===== config.mk =====
export PLATFORM = sky130hd
export DESIGN_NAME = div_freq_multi_flat
export DESIGN_NICKNAME = d
export VERILOG_FILES = /design/src/rtl/div_freq_pkg.sv /design/src/rtl/div_freq_multi_if.sv /design/src/rtl/div_freq_ch.sv /design/src/rtl/div_freq_multi.sv /design/src/flat_wrapper.sv
export SDC_FILE = /design/constraint.sdc
export NUM_CORES = 2
export LEC_CHECK = 0
export ABC_AREA = 0
export BUFFER_PORTS_ARGS = -buffer_cell sky130_fd_sc_hd__buf_2
export CAP_MARGIN = 5
export CORE_ASPECT_RATIO = 0.5
export CORE_MARGIN = 3
export CORE_UTILIZATION = 57
export CTS_CLUSTER_DIAMETER = 80
export DETAILED_ROUTE_END_ITERATION = 8
export PLACE_DENSITY = 0.73
export SYNTH_ARGS = -nofsm -noshare
export SYNTH_HDL_FRONTEND = slang
export SYNTH_SLANG_ARGS = --single-unit

===== constraint.sdc =====
create_clock -name clk -period 9.35 [get_ports clk]
set_input_delay 0.4675 -clock clk [delete_from_list [all_inputs] [get_ports clk]]
set_output_delay 0.4675 -clock clk [all_outputs]
set_load 0.01 [all_outputs]

===== src/rtl/div_freq_pkg.sv =====
// Shared definitions for the multi-channel clock divider.
//   MIN_DIV  : smallest divisor a config write may program.
//   mode_e   : output shape per channel (square or single pulse).
//   half_up  : ceil(d/2), the high-time of a square-wave period.
package div_freq_pkg;

  localparam int unsigned MIN_DIV = 2;

  typedef enum logic {
    MODE_SQUARE = 1'b0,
    MODE_PULSE  = 1'b1
  } mode_e;

  // Evaluated at 64 bits so callers of any WIDTH up to 64 can zero-extend in and truncate out.
  function automatic logic [63:0] half_up(input logic [63:0] d);
    return (d >> 1) + {63'd0, d[0]};
  endfunction

endpackage


===== src/rtl/div_freq_multi_if.sv =====
// Config/control/status bundle of div_freq_multi.
//   Din, conf_div, conf_mode, ch_sel : config write (divisor, strobe, mode, target channel)
//   ctrl_tr_dat                      : per-channel run enable
//   clk_out, tick, pending, cfg_err  : per-channel outputs and config-reject pulse
// master = the controller driving config, slave = the divider.
interface div_freq_multi_if #(
  parameter int unsigned WIDTH = 32,
  parameter int unsigned N_CH  = 4,
  parameter int unsigned CH_W  = 2
);
  logic [WIDTH-1:0] Din;
  logic             conf_div;
  logic             conf_mode;
  logic [CH_W-1:0]  ch_sel;
  logic [N_CH-1:0]  ctrl_tr_dat;
  logic [N_CH-1:0]  clk_out;
  logic [N_CH-1:0]  tick;
  logic [N_CH-1:0]  pending;
  logic             cfg_err;

  modport master (
    output Din, conf_div, conf_mode, ch_sel, ctrl_tr_dat,
    input  clk_out, tick, pending, cfg_err
  );

  modport slave (
    input  Din, conf_div, conf_mode, ch_sel, ctrl_tr_dat,
    output clk_out, tick, pending, cfg_err
  );
endinterface


===== src/rtl/div_freq_ch.sv =====
// One divider channel: period counter, active/shadow divisor and mode, registered outputs.
//   clk, reset : system clock, async active-low reset
//   en         : run enable; low parks the counter at D-1 and forces outputs low
//   wr         : validated config write addressed to this channel
//   din        : divisor for the write; mode_in : mode for the write
//   clk_out    : divided output; tick : first cycle of each period
//   pending    : a shadow divisor waits for the next period boundary
module div_freq_ch
  import div_freq_pkg::*;
#(
  parameter int unsigned WIDTH   = 32,
  parameter int unsigned DEF_DIV = 2
) (
  input  logic             clk,
  input  logic             reset,
  input  logic             en,
  input  logic             wr,
  input  logic [WIDTH-1:0] din,
  input  logic             mode_in,
  output logic             clk_out,
  output logic             tick,
  output logic             pending
);

  logic [WIDTH-1:0] d_q, d_nxt, sh_q, sh_nxt, cnt_q, cnt_nxt, half;
  mode_e            mode_q, mode_nxt, shm_q, shm_nxt;
  logic             pend_q, pend_nxt, clk_q, clk_nxt, tick_q, tick_nxt, wrap;

  always_comb begin
    d_nxt    = d_q;
    mode_nxt = mode_q;
    sh_nxt   = sh_q;
    shm_nxt  = shm_q;
    pend_nxt = pend_q;
    cnt_nxt  = cnt_q;
    clk_nxt  = 1'b0;
    tick_nxt = 1'b0;
    wrap     = en && (cnt_q == d_q - 1'b1);

    // A parked or wrapping counter is a safe point to switch divisor: take the write directly,
    // otherwise promote a waiting shadow. Mid-period writes only land in the shadow.
    if (!en || wrap) begin
      if (wr) begin
        d_nxt    = din;
        mode_nxt = mode_e'(mode_in);
        sh_nxt   = din;
        shm_nxt  = mode_e'(mode_in);
      end else if (pend_q) begin
        d_nxt    = sh_q;
        mode_nxt = shm_q;
      end
      pend_nxt = 1'b0;
    end else if (wr) begin
      sh_nxt   = din;
      shm_nxt  = mode_e'(mode_in);
      pend_nxt = 1'b1;
    end

    half = WIDTH'(half_up(64'(d_nxt)));

    if (!en) begin
      cnt_nxt = d_nxt - 1'b1;
    end else begin
      cnt_nxt  = wrap ? '0 : cnt_q + 1'b1;
      tick_nxt = (cnt_nxt == '0);
      clk_nxt  = (mode_nxt == MODE_PULSE) ? (cnt_nxt == '0) : (cnt_nxt < half);
    end
  end

  always_ff @(posedge clk or negedge reset) begin
    if (!reset) begin
      d_q    <= WIDTH'(DEF_DIV);
      sh_q   <= WIDTH'(DEF_DIV);
      mode_q <= MODE_SQUARE;
      shm_q  <= MODE_SQUARE;
      cnt_q  <= WIDTH'(DEF_DIV - 1);
      pend_q <= 1'b0;
      clk_q  <= 1'b0;
      tick_q <= 1'b0;
    end else begin
      d_q    <= d_nxt;
      sh_q   <= sh_nxt;
      mode_q <= mode_nxt;
      shm_q  <= shm_nxt;
      cnt_q  <= cnt_nxt;
      pend_q <= pend_nxt;
      clk_q  <= clk_nxt;
      tick_q <= tick_nxt;
    end
  end

  assign clk_out = clk_q;
  assign tick    = tick_q;
  assign pending = pend_q;

endmodule


===== src/rtl/div_freq_multi.sv =====
// Multi-channel programmable clock divider.
//   clk, reset : system clock, async active-low reset
//   bus        : config write, run enables, per-channel outputs and cfg_err (div_freq_multi_if)
// Config writes are validated here (divisor >= MIN_DIV, channel in range); rejected writes
// raise cfg_err for one cycle and touch nothing. Accepted writes go to one div_freq_ch.
module div_freq_multi
  import div_freq_pkg::*;
#(
  parameter int unsigned WIDTH   = 32,
  parameter int unsigned N_CH    = 4,
  parameter int unsigned DEF_DIV = 2
) (
  input  logic           clk,
  input  logic           reset,
  div_freq_multi_if.slave bus
);

  localparam int unsigned CH_W = (N_CH > 1) ? $clog2(N_CH) : 1;
  // One extra bit so N_CH itself is representable when it is a power of two.
  localparam logic [CH_W:0] NChLim = (CH_W + 1)'(N_CH);

  logic            din_ok, sel_ok, valid, err_q;
  logic [N_CH-1:0] wr, clk_out_v, tick_v, pend_v;

  assign din_ok = (bus.Din >= WIDTH'(MIN_DIV));
  assign sel_ok = ({1'b0, bus.ch_sel} < NChLim);
  assign valid  = bus.conf_div && din_ok && sel_ok;

  always_ff @(posedge clk or negedge reset) begin
    if (!reset) err_q <= 1'b0;
    else        err_q <= bus.conf_div && !valid;
  end

  for (genvar i = 0; i < N_CH; i++) begin : g_ch
    assign wr[i] = valid && (bus.ch_sel == CH_W'(i));

    div_freq_ch #(
      .WIDTH  (WIDTH),
      .DEF_DIV(DEF_DIV)
    ) u_ch (
      .clk    (clk),
      .reset  (reset),
      .en     (bus.ctrl_tr_dat[i]),
      .wr     (wr[i]),
      .din    (bus.Din),
      .mode_in(bus.conf_mode),
      .clk_out(clk_out_v[i]),
      .tick   (tick_v[i]),
      .pending(pend_v[i])
    );
  end

  assign bus.clk_out = clk_out_v;
  assign bus.tick    = tick_v;
  assign bus.pending = pend_v;
  assign bus.cfg_err = err_q;

endmodule

===== src/flat_wrapper.sv =====
// flat-port wrapper written by rule: the top's interface ports become plain ports
module div_freq_multi_flat import div_freq_pkg::*;
#(
  parameter int unsigned WIDTH   = 32,
  parameter int unsigned N_CH    = 4,
  parameter int unsigned DEF_DIV = 2
)
  (clk, reset, bus_Din, bus_conf_div, bus_conf_mode, bus_ch_sel, bus_ctrl_tr_dat, bus_clk_out, bus_tick, bus_pending, bus_cfg_err);
  div_freq_multi_if #(.WIDTH(WIDTH), .N_CH(N_CH)) bus_i ();
  input  logic clk;
  input  logic reset;
  input wire logic [$bits(bus_i.Din)-1:0] bus_Din;
  input wire logic [$bits(bus_i.conf_div)-1:0] bus_conf_div;
  input wire logic [$bits(bus_i.conf_mode)-1:0] bus_conf_mode;
  input wire logic [$bits(bus_i.ch_sel)-1:0] bus_ch_sel;
  input wire logic [$bits(bus_i.ctrl_tr_dat)-1:0] bus_ctrl_tr_dat;
  output wire logic [$bits(bus_i.clk_out)-1:0] bus_clk_out;
  output wire logic [$bits(bus_i.tick)-1:0] bus_tick;
  output wire logic [$bits(bus_i.pending)-1:0] bus_pending;
  output wire logic [$bits(bus_i.cfg_err)-1:0] bus_cfg_err;
  assign bus_i.Din = bus_Din;
  assign bus_i.conf_div = bus_conf_div;
  assign bus_i.conf_mode = bus_conf_mode;
  assign bus_i.ch_sel = bus_ch_sel;
  assign bus_i.ctrl_tr_dat = bus_ctrl_tr_dat;
  assign bus_clk_out = bus_i.clk_out;
  assign bus_tick = bus_i.tick;
  assign bus_pending = bus_i.pending;
  assign bus_cfg_err = bus_i.cfg_err;
  div_freq_multi #(.WIDTH(WIDTH), .N_CH(N_CH), .DEF_DIV(DEF_DIV)) u_core (.clk(clk), .reset(reset), .bus(bus_i));
endmodule

Word level (Yosys, flattened, before mapping)
Cells that the tools add are included.
{"block": "op_classes", "n_addsub": 16, "n_mul": 0, "div_mod_pow": 0, "n_lt_le_gt_ge": 5, "n_eq_ne": 7, "shifts": 0, "n_mux": 52, "bitwise_logic": 0, "reduce_logical": 28}
{"operator": "two-way mux 32 bit", "n": 20}
{"operator": "subtractor 32 x 1 -> 32 bit (second input constant)", "n": 8}
{"operator": "adder 31 x 1 -> 32 bit", "n": 4}
{"operator": "adder 32 x 1 -> 32 bit (second input constant)", "n": 4}
{"operator": "== test 32 bit", "n": 4}
{"operator": "zero test 32 bit", "n": 4}
{"operator": "< comparator 32 bit", "n": 4}
{"operator": "greater-or-equal comparator 32 x 2 -> 1 bit (second input constant)", "n": 1}
{"operator": "two-way mux 1 bit", "n": 32}
{"operator": "logical AND 1 bit", "n": 10}
{"operator": "nonzero test 2 bit", "n": 4}
{"operator": "zero test 1 bit", "n": 5}
{"operator": "== test 2 bit (second input constant)", "n": 2}
{"operator": "logical OR 1 bit", "n": 4}
{"operator": "== test 2 x 1 -> 1 bit (second input constant)", "n": 1}
{"operator": "zero test 2 bit", "n": 1}
{"block": "totals", "register_bits": 405, "latchBits": 0, "ram_bits": 0, "romBits": 0, "inputBits": 42, "elab_cells": 141, "memories": 0}

Depth between registers and ports, before layout
{"block": "depth", "ltp_word": 9, "ltp_mapped": 38, "ltp_nobuf": 33}

By module
A second synthesis with hierarchy kept.
{"block": "unflattened", "hier_cells": 4232, "hier_area_um2": 35575.4}
{"mod": "div_freq_ch (u_core.g_ch[1].u_ch ...)", "n_inst": 2, "cells_each": 1038, "area_per_inst_um2": 8578.2}
{"mod": "div_freq_ch (u_core.g_ch[3].u_ch)", "n_inst": 1, "cells_each": 1053, "area_per_inst_um2": 9160.0}
{"mod": "div_freq_ch (u_core.g_ch[0].u_ch)", "n_inst": 1, "cells_each": 1082, "area_per_inst_um2": 9112.5}
{"mod": "div_freq_multi", "n_inst": 1, "cells_each": 21, "area_per_inst_um2": 146.4}

Least setup slack after synthesis
Ideal clock, no wire load.
{"block": "synth_timing", "path_type": "register to register", "startpoint": "reg u_core.g_ch[1].u_ch.d_q[0]", "endpoint": "reg u_core.g_ch[1].u_ch.clk_q", "setup_time_ps": 66, "arrival_ps": 7761, "t_required_ps": 9284, "slack_ps": 1523, "path_stages_with_launch": 39, "n_path_buf": 6, "period_less_slack_ps": 7827, "path_cell_list": "dfrtp_1 > inv_1 > ha_1 > or4b_1 > buf_2 > or4_4 > buf_6 > nor4_2 > mux2i_1 > a2111oi_4 > nand4_2 > nand2_2 > buf_4 > buf_2 > buf_1 > buf_1 > a22oi_1 > inv_1 > [... 3 more ...] > a211oi_1 > o22ai_1 > nor4b_1 > nor2b_1 > xnor2_1 > ha_1 > a21oi_1 > nor2b_1 > o21ai_0 > nand2b_1 > a21oi_1 > nor2b_1 > o21ai_0 > nand2b_1 > a21oi_1 > nor2_1 > a2111oi_0 > a22o_1"}
{"block": "synth_via", "elab_chain_len": 9}
{"item": "start, declared", "line": "div_freq_ch.sv:25", "rtl": "logic [WIDTH-1:0] d_q, d_nxt, sh_q, sh_nxt, cnt_q, cnt_nxt, half;"}
{"item": "start signal, assigned", "line": "div_freq_ch.sv:72", "rtl": "d_q <= WIDTH'(DEF_DIV);"}
{"item": "start signal, assigned", "line": "div_freq_ch.sv:81", "rtl": "d_q <= d_nxt;"}
{"item": "subtractor 32 x 1 -> 32 bit", "line": "div_freq_ch.sv:38", "rtl": "wrap = en && (cnt_q == d_q - 1'b1);"}
{"item": "== test 32 bit", "line": "div_freq_ch.sv:38"}
{"item": "logical AND 1 bit", "line": "div_freq_ch.sv:38"}
{"item": "logical OR 1 bit", "line": "div_freq_ch.sv:42", "rtl": "if (!en || wrap) begin"}
{"item": "two-way mux 32 bit", "line": "div_freq_ch.sv:42"}
{"item": "net u_core.g_ch[1].u_ch.d_nxt[1]", "line": "div_freq_ch.sv:25"}
{"item": "adder 31 x 1 -> 32 bit", "line": "div_freq_pkg.sv:16", "rtl": "return (d >> 1) + {63'd0, d[0]};"}
{"item": "< comparator 32 bit", "line": "div_freq_ch.sv:66", "rtl": "clk_nxt = (mode_nxt == MODE_PULSE) ? (cnt_nxt == '0) : (cnt_nxt < half);"}
{"item": "two-way mux 1 bit", "line": "div_freq_ch.sv:66"}
{"item": "two-way mux 1 bit", "line": "div_freq_ch.sv:61", "rtl": "if (!en) begin"}
{"item": "net u_core.g_ch[1].u_ch.clk_nxt", "line": "div_freq_ch.sv:27", "rtl": "logic pend_q, pend_nxt, clk_q, clk_nxt, tick_q, tick_nxt, wrap;"}
{"item": "end signal, assigned", "line": "div_freq_ch.sv:87", "rtl": "clk_q <= clk_nxt;"}
{"item": "end, declared", "line": "div_freq_ch.sv:27"}
The timed path passes the listed nets, and every way through them passes these cells.
A chain may end at the register's enable or synchronous reset.

Final worst setup path
Ends and elaborated chain as after synthesis.

==> flow_summary.toml <==
[yosys]
synthDistinctLibCells = 110
syn_nets = 4801
async_reset_ff_frac = 1.000
synth.ff_latch_count = 405
avgSynthCellArea_um2 = 7.705
ys_seq_area_frac = 0.2854
syn-cell-area_um2 = 35560
synth_ff_type = "dfrtp_1"
yosysWarnings = 0
synth-edff-count = 0
synthCells = 4615

[timing]
hold_violations = 0
drv_slew = 0
tns_ns = 0
hold_slack_ns = 0.1991
fmax_mhz = 115.4
setup_violations = 0
skew_ns = 0.02508
slew_headroom = 0.2374
finalCritPeriodShare = 0.9268
min_period_ns = 8.666
worst_pin_slew_ns = 1.141
rsz0062_at_grt = "false"

[clocking]
clock_latency_ns = 0.60
clockRootBuffer = "clkbuf_16"
htree_levels = 2
cts_tree = "yes"
cts.sinks = 405
path_clk_slew_ns = 0.07
tritoncts.num_buffers = 41
clockBufferDepth = 3

[setup_path]
cpPeakStageDelay_ns = 0.61
cpLargestDelayFamily = "simple AND/OR/NAND/NOR gates"
required_ns = 9.84
cp.arrival_ns = 9.15
crit_path_frequent_cell = "ha_1"
end_kind = "flip-flop"
worstReg2RegStart = "u_core.g_ch[1].u_ch.d_q[0]"
path_class = "flip-flop to flip-flop"
startpoint_type = "flip-flop"
crit_slowest_cell = "or4_4"
cp_num_buf_inv = 2
startpoint = "u_core.g_ch[1].u_ch.d_q[0]"
crit_fanout = 17

[placed_design]
globalplace.congestion = 1.030
portBuffers = 54
hpwl_mm = 99.17
numPlacedInstances = 5233

[global_route]
grt_pass1_vias = 32363
antenna_found_initial = 4
track_usage = 0.3880
overflow = 0
grt_pass1_wl_mm = 199.6
grt_max_degree = 80

[power_and_ir_drop]
power.switching_fraction = 0.4491
clkPwrFrac = 0.216
peakVddDrop_mv = 0.1627
cellLeakagePower_nw = 15.46
pwr_density_cell_nw_per_um2 = 220.1
pwr-share-comb = 0.438
power.switching_mw = 3.705
pwr-share-seq = 0.346
p_int_mw = 4.545

[floorplanning]
die_h_um = 182.6
die_area_um2 = 65600
ios = 55
fp-row-count = 64
core_um2 = 61420
die_w_um = 359.2
initial_utilization = 0.5790

[finish]
syn_to_final_growth_pct = 5.411
final-seq-area_um2 = 10150
nets = 4638
layout_commonest_cell = "nand2_1"
drive_above_1_share = 0.07337
layout_common_cells = "nand2_1 (760), nor2_1 (431), dfrtp_1 (393), xnor2_1 (312), o21ai_0 (196)"
multi_input_area_um2 = 23600
final_util = 0.6103
fill_cells = 5597
stdcell_count = 5313

[job]
drv_cap = 0

[route]
drc_errors = 0
avgRoutedWirePerCell_um = 24.61
viasPerCell = 6.676
wl_mm = 130.7
num_vias = 35468
drt.antenna.violating_nets = 0
drt_first_pass_iters = 6
drt_iter0_drc = 5310

[worst_hold_path]
holdCritStartpoint = "bus_Din[25]"
hp-class = "primary input to flip-flop"

[status]
status = "complete, no violations"
## cell usage after synthesis (54+ instances only)
cell / instances / area (µm²)
nor4_1: 74 / 462.9
xor2_1: 178 / 1559
nand4_1: 108 / 675.7
buf_1: 54 / 202.7
inv_1: 129 / 484.2
o21ai_0: 196 / 980.9
nor2_1: 437 / 1640
dfrtp_1: 393 / 9834
xnor2_1: 312 / 2733
nand2_1: 763 / 2864
nand3_1: 172 / 860.8
mux2i_1: 84 / 840.8
ha_1: 144 / 1802
clkbuf_1: 230 / 863.3
a21oi_1: 154 / 770.7
nor3_1: 153 / 765.7
o22ai_1: 133 / 832.1
## worst reg2reg max path, delay by kind of cell (launching register included)
family	cells	cell delay, ns
DFF	1	0.45
buffers and inverters	2	0.22
adders and majority gates	4	0.99
muxes	1	0.40
AOI/OAI and AO/OA	7	2.15
and+or+nand+nor	12	4.36
## power groups by stage
| stage | logic, mW | clock network (mW) | registers, mW |
|---|---|---|---|
| 6_report | 3.62 | 1.78 | 2.85 |
| 5_1_grt | 3.97 | 1.86 | 2.90 |
| 4_1_cts | 3.52 | 1.78 | 2.81 |
| 3_5_place_dp | 3.49 | 0 | 2.84 |
| 3_3_place_gp | 3.45 | 0 | 2.82 |
| 2_1_floorplan | 2.83 | 0 | 2.41 |
## sequential cells by signal, indices dropped and copies added, names as in the netlist
register                  count
u_core.g_ch.u_ch.cnt_q      128
u_core.g_ch.u_ch.d_q        128
u_core.g_ch.u_ch.sh_q       128
u_core.g_ch.u_ch.clk_out      4
u_core.g_ch.u_ch.mode_q       4
u_core.g_ch.u_ch.pending      4
u_core.g_ch.u_ch.shm_q        4
u_core.g_ch.u_ch.tick         4
u_core.bus.cfg_err            1
## metrics by stage
stage	power (mW)	cell area [µm²]	worst slack, ns
2_1_floorplan	5.235	35560	1.523
3_3_place_gp	6.270	36090	0.9065
3_5_place_dp	6.324	36090	0.8978
4_1_cts	8.110	37470	0.8641
5_1_grt	8.722	37480	0.2487
6_report	8.250	37480	0.6843
## repair_timing
action | in CTS | in global routing
resized for setup | 0 | 1
endpoints found under the setup margin | 0 | 1
setup buffers | 0 | 0
hold buffers | 1 | 0
endpoints found under the hold margin | 73 | 0
## final timing paths
kind / to / depth (start not counted) / slack (ns)
worst max-delay path: u_core.g_ch[1].u_ch.clk_out / 26 / 0.68
worst min-delay path: u_core.g_ch[3].u_ch.sh_q[25] / 3 / 0.20
worst max register to register: u_core.g_ch[1].u_ch.clk_out / 26 / 0.68
worst min register to register: u_core.g_ch[1].u_ch.sh_q[1] / 2 / 0.47
max in group asynchronous: u_core.g_ch[2].u_ch.d_q[25] / 4 / 6.69
min in group asynchronous: u_core.g_ch[3].u_ch.tick / 2 / 0.47
## cells by family (layout without fill, tap and decap cells)
family / Yosys count / count (layout) / share of synthesized area
other cells: 0 / 4 / 0
compound gates: 883 / 883 / 0.1666
xor+xnor: 493 / 493 / 0.1226
buf+inv: 465 / 334 / 0.05281
simple gates: 2109 / 2109 / 0.2878
flops: 405 / 405 / 0.2854
fa+ha+maj: 144 / 144 / 0.05067
mux: 116 / 116 / 0.03409
## per-layer routing
layer  wire length (µm)  GRT usage  share of wire  up-vias
met5                 13          0       0.000099        -
met4               2350    0.06648          0.018        2
met3              17530     0.1112           0.13      164
met2              52680     0.5458           0.40     2083
met1              58160     0.5905           0.44    17197
li1                   -          -              -    16022
## layout make-up
type,count,area share
Antenna cell,4,0.0002670
Clock buffer,58,0.03121
Clock inverter,17,0.005407
Inverter,133,0.01332
Multi-Input combinational cell,3745,0.6295
Sequential cell,405,0.2708
Tap cell,825,0.02754
Timing Repair Buffer,126,0.02196
Note: power is estimated with default switching activity, not from simulation.
